==> src/rtl/stream_mux_pkg.sv <==
// Shared types and helpers for the stream_arb_mux slice.
// Holds the arbitration mode, FSM state encoding and modulo index wrap.
package stream_mux_pkg;

    typedef enum logic {
        ARB_RR    = 1'b0,
        ARB_FIXED = 1'b1
    } arb_mode_e;

    typedef enum logic {
        ST_ARB    = 1'b0,
        ST_LOCKED = 1'b1
    } arb_state_e;

    // Wrap at n-1 -> 0 so non-power-of-2 channel counts never index past the last channel.
    function automatic int next_idx(input int idx, input int n);
        return (idx >= n - 1) ? 0 : idx + 1;
    endfunction

endpackage

==> src/rtl/rr_arbiter.sv <==
// Combinational N-way arbiter: round-robin from a pointer, or fixed lowest-index priority.
// Latency 0; no backpressure of its own, the caller gates the grant with its load enable.
module rr_arbiter
    import stream_mux_pkg::*;
#(
    parameter int NUM_INPUT = 8,
    parameter int ARB_MODE  = 0,
    parameter int IDXW      = (NUM_INPUT > 1) ? $clog2(NUM_INPUT) : 1
) (
    input  logic [NUM_INPUT-1:0] i_req,
    input  logic [IDXW-1:0]      i_ptr,
    output logic [NUM_INPUT-1:0] o_grant,
    output logic [IDXW-1:0]      o_idx,
    output logic                 o_any
);

    logic [IDXW:0] w_base;
    logic [IDXW:0] w_c;

    // Scan from the highest offset down so the closest requester after the base wins.
    always_comb begin
        w_base  = (ARB_MODE == int'(ARB_FIXED)) ? '0 : {1'b0, i_ptr};
        w_c     = '0;
        o_idx   = '0;
        o_any   = 1'b0;
        o_grant = '0;
        for (int j = NUM_INPUT - 1; j >= 0; j--) begin
            w_c = w_base + (IDXW+1)'(j);
            if (w_c >= (IDXW+1)'(NUM_INPUT)) begin
                w_c = w_c - (IDXW+1)'(NUM_INPUT);
            end
            if (i_req[w_c[IDXW-1:0]]) begin
                o_idx = w_c[IDXW-1:0];
                o_any = 1'b1;
            end
        end
        for (int k = 0; k < NUM_INPUT; k++) begin
            o_grant[k] = o_any && (o_idx == IDXW'(k));
        end
    end

endmodule

==> src/rtl/stream_arb_mux.sv <==
// N-to-1 stream mux with internal RR/fixed arbitration and optional packet lock; 1-cycle registered output.
// Backpressure: ready is granted only when the output register is empty or being drained this cycle.
module stream_arb_mux
    import stream_mux_pkg::*;
#(
    parameter int DATA_WIDTH         = 16,
    parameter int NUM_INPUT          = 8,
    parameter int ARB_MODE           = 0,
    parameter int LOCK_ON_LAST       = 1,
    parameter int NUM_INPUT_BITWIDTH = (NUM_INPUT > 1) ? $clog2(NUM_INPUT) : 1
) (
    input  logic                          i_clk,
    input  logic                          i_rst,
    input  logic [DATA_WIDTH-1:0]         i_data [NUM_INPUT],
    input  logic [NUM_INPUT-1:0]          i_valid,
    input  logic [NUM_INPUT-1:0]          i_last,
    output logic [NUM_INPUT-1:0]          o_ready,
    output logic [DATA_WIDTH-1:0]         o_data,
    output logic                          o_last,
    output logic [NUM_INPUT_BITWIDTH-1:0] o_sel,
    output logic                          o_valid,
    input  logic                          i_ready
);

    localparam int IDXW = NUM_INPUT_BITWIDTH;

    arb_state_e            r_state;
    logic [IDXW-1:0]       r_lock_idx;
    logic [IDXW-1:0]       r_ptr;
    logic [DATA_WIDTH-1:0] r_data;
    logic                  r_last;
    logic [IDXW-1:0]       r_sel;
    logic                  r_valid;

    logic                  w_load;
    logic [NUM_INPUT-1:0]  w_req;
    logic [NUM_INPUT-1:0]  w_grant;
    logic [IDXW-1:0]       w_idx;
    logic                  w_any;
    logic                  w_xfer;
    logic                  w_idx_last;

    assign w_load = !r_valid || i_ready;

    // While locked, mask every request except the locked channel so a gap stalls instead of switching.
    always_comb begin
        w_req = '0;
        for (int k = 0; k < NUM_INPUT; k++) begin
            w_req[k] = i_valid[k] && (r_state == ST_ARB || r_lock_idx == IDXW'(k));
        end
    end

    rr_arbiter #(
        .NUM_INPUT (NUM_INPUT),
        .ARB_MODE  (ARB_MODE),
        .IDXW      (IDXW)
    ) u_arb (
        .i_req   (w_req),
        .i_ptr   (r_ptr),
        .o_grant (w_grant),
        .o_idx   (w_idx),
        .o_any   (w_any)
    );

    always_comb begin
        o_ready = '0;
        if (!i_rst && w_load) begin
            o_ready = w_grant;
        end
    end

    assign w_xfer     = !i_rst && w_load && w_any;
    assign w_idx_last = i_last[w_idx];

    always_ff @(posedge i_clk) begin
        if (i_rst) begin
            r_state    <= ST_ARB;
            r_lock_idx <= '0;
            r_ptr      <= '0;
            r_data     <= '0;
            r_last     <= 1'b0;
            r_sel      <= '0;
            r_valid    <= 1'b0;
        end else if (w_load) begin
            if (w_xfer) begin
                r_data  <= i_data[w_idx];
                r_last  <= w_idx_last;
                r_sel   <= w_idx;
                r_valid <= 1'b1;
                if (LOCK_ON_LAST != 0) begin
                    if (w_idx_last) begin
                        r_state <= ST_ARB;
                    end else begin
                        r_state    <= ST_LOCKED;
                        r_lock_idx <= w_idx;
                    end
                end
                if (LOCK_ON_LAST == 0 || w_idx_last) begin
                    r_ptr <= IDXW'(next_idx(int'(w_idx), NUM_INPUT));
                end
            end else begin
                r_valid <= 1'b0;
            end
        end
    end

    assign o_data  = r_data;
    assign o_last  = r_last;
    assign o_sel   = r_sel;
    assign o_valid = r_valid;

endmodule

==> config.mk <==
export PLATFORM = sky130hd
export DESIGN_NAME = stream_arb_mux
export DESIGN_NICKNAME = d
export VERILOG_FILES = /design/src/rtl/stream_mux_pkg.sv /design/src/rtl/rr_arbiter.sv /design/src/rtl/stream_arb_mux.sv
export SDC_FILE = /design/constraint.sdc
export NUM_CORES = 1
export LEC_CHECK = 0
export BUFFER_PORTS_ARGS = -buffer_cell sky130_fd_sc_hd__clkbuf_2
export CAP_MARGIN = 20
export CORE_UTILIZATION = 40
export DETAILED_ROUTE_END_ITERATION = 10
export PLACE_DENSITY = 0.67
export SETUP_SLACK_MARGIN = 0.2
export SLEW_MARGIN = 20
export SYNTH_ARGS = -nofsm -noshare
export SYNTH_HDL_FRONTEND = slang
export SYNTH_SLANG_ARGS = --single-unit
export TNS_END_PERCENT = 20
==> constraint.sdc <==
create_clock -name i_clk -period 9.86 [get_ports i_clk]
set_clock_uncertainty 0.15 [all_clocks]
set_input_delay 1.972 -clock i_clk [delete_from_list [all_inputs] [get_ports i_clk]]
set_output_delay 1.972 -clock i_clk [all_outputs]
set_load 0.01 [all_outputs]
==> reports/qor.yml <==
outcome:
  run_status: "complete, no violations"
die:
  dieArea_sq_um: 9670
  start_util: 0.420
  die_h_um: 98.4
  ios: 176
  die_w_um: 98.4
  core_sq_um: 8850
  core.rowCount: 34
routing:
  wl_per_cell_um: 16.7
  drcViolationCount: 0
  wirelength_um: 11700
  vias_per_cell: 5.63
  postRouteAntennaNets: 0
  first_pass_iters: 4
  via_count: 3930
  dr.first_iter.drc_count: 177
logic_synthesis:
  synth-seq-area-share: 0.151
  syn_area_sq_um: 3710
  syn_area_per_cell_sq_um: 8.58
  synth_cells: 433
  async_reset_ff_frac: 0
  synth_edf_count: 0
  yosysWarnings: 0
  syn_nets: 588
  synth.distinct_cells: 74
  dominantRegCellSynth: "dfxtp_1"
  ys_seq_elements: 28
worst_setup_path:
  path_cells: "clkbuf_2, and4_1, or2_1, mux4_2, o221a_2, nand2b_1, o221a_1, nor3_4, buf_4, inv_2, ha_1, ha_1, inv_1, nor2_1, clkbuf_2"
  path_max_fanout: 41
  critPathLaunchType: "input pin"
  r2r_start: "r_ptr[1]"
  cp_slowest_cell: "mux4_2"
  worstPathRequired_ns: 7.74
  cpPeakStageDelay_ns: 0.53
  endpoint_kind: "primary output"
  critPathKind: "input pin to primary output"
  cp_data_arrival_time_ns: 5.55
  startpoint: "i_valid[7]"
clock_tree:
  cts_setup_buffers: 0
  clk_pin_slew_ns: 0.10
  clock-root-buffer: "clkbuf_8"
  htreeDepth: 1
  clockBufferDepth: 2
  numCtsBuffers: 3
  insertion_delay_ns: 0.28
  cts_tree: "yes"
  cts-resized-gates: 0
  numClockSinks: 28
  hold_buffers: 0
timing:
  timing.final.crit_period_ns: 7.67
  slew_headroom: 0.313
  tns_ns: 0
  period_share: 0.778
  fmax_mhz: 130
  rsz0062_at_grt: "no"
  setup_viol: 0
  slew_violations: 0
  worst_slew_pin_slew_ns: 1.03
  final_hold_viol_count: 0
place:
  dp_hpwl_um: 9330
  port-buffer-count: 175
  routabilityCongestion: 0.908
  postPlaceCellArea_sq_um: 4610
layout:
  final_util: 0.530
  fillers: 853
  drive_above_1_share: 0.376
  area_growth_pct: 26.2
  stdcell_area_sq_um: 4690
  final_nets: 746
  mostFrequentLayoutCell: "clkbuf_2"
  final_cell_mix: "clkbuf_2, mux2i_1, nand2_1"
  antenna_cells: 0
grt:
  grt_max_degree: 67
  overflow: 0
  grt_pass1_vias: 3916
  grt_first_pass_wirelength_um: 18800
  grt_use_total: 0.240
  antenna_found_initial: 0
flow_run:
  cap_violations: 0
power:
  p_total_mw: 1.83
  ir_drop_v: 0.000298
  p_leak_nw: 2.42
  power_density_nw_per_um2: 390
hold_path:
  hp-start: "o_data[1]"
  min_path_type: "flop to flop"
[metal layers]
layer	global-route usage	up-vias	wire, um
li1	-	1935	-
met1	0.285	1831	4660
met2	0.449	142	6210
met3	0.0272	22	541
met4	0.0746	0	248
met5	0	-	0
[final timing paths]
kind | end | slack [ns] | cells past startpoint
worst min register to register | o_data[1] | 0.32 | 2
worst max register to register | r_lock_idx[1] | 4.13 | 14
worst max-delay path | o_ready[7] | 2.19 | 15
worst min-delay path | o_data[1] | 0.32 | 2
[stage by stage]
step                hold WS [ns]  std cells  worst slack [ns]
floorplan                  0.328        433              3.02
global placement           0.295        694              2.30
detailed placement         0.309        694              2.22
CTS                        0.325        698              2.21
global route               0.351        698              1.98
finish                     0.320        698              2.19
[power breakdown]
part	switching, mW	leakage [nW]	internal, mW
Combinational	0.860	2.15	0.673
Clock	0.0377	0.0357	0.0544
Sequential	0.0408	0.233	0.160
Total	0.938	2.42	0.887
[sequential cells by signal (all words and copies together), names as in the netlist]
register    cells
r_state         1
o_sel           3
o_last          1
o_valid         1
r_ptr           3
r_lock_idx      3
o_data         16
[cell usage after synthesis, types with 3 or more instances]
cell         n  area, sq um
nor3_1       4         20.0
o21ai_1      8         40.0
o21ai_0     22          110
a32oi_1     16          140
inv_1       24         90.1
and2_1       6         37.5
nor2b_1      3         18.8
nand2b_1     4         25.0
nand3_1      3         15.0
mux2i_1    103         1030
a21oi_1      5         25.0
mux4_1       3         78.8
o22ai_1      4         25.0
o2111ai_1    3         26.3
o21a_1       4         30.0
nor2_1      21         78.8
buf_4        9         67.6
nand2_1     52          195
buf_2        7         35.0
xnor2_1      3         26.3
dfxtp_1     28          561
mux4_2      13          293
ha_1         8          100
and3_1       4         25.0
clkbuf_1     8         30.0
nor3b_1      3         22.5
inv_2        3         11.3
[area by class of cell]
cell class	count	area, sq um	area share
Clock inverter	1	30.0	0.00641
Multi-Input combinational cell	349	2900	0.618
Tap cell	108	135	0.0288
Inverter	29	110	0.0235
Timing Repair Buffer	180	913	0.195
Sequential cell	28	561	0.120
Clock buffer	3	41.3	0.00881
[kinds of logic after synthesis]
family | synth area share
multiplexers | 0.393
adder cells (fa/ha/maj) | 0.0270
flip-flops | 0.151
AO/OA/AOI/OAI | 0.186
buffers and inverters | 0.0701
XOR/XNOR | 0.0118
AND/OR/NAND/NOR | 0.161
[worst max-delay path: cells and delay by family]
family	cells	cell delay, ns
buf+inv	5	1.06
simple gates	5	0.90
compound gates	2	0.59
fa+ha+maj	2	0.47
mux	1	0.53
No activity file was read; power rests on OpenSTA's default activity.
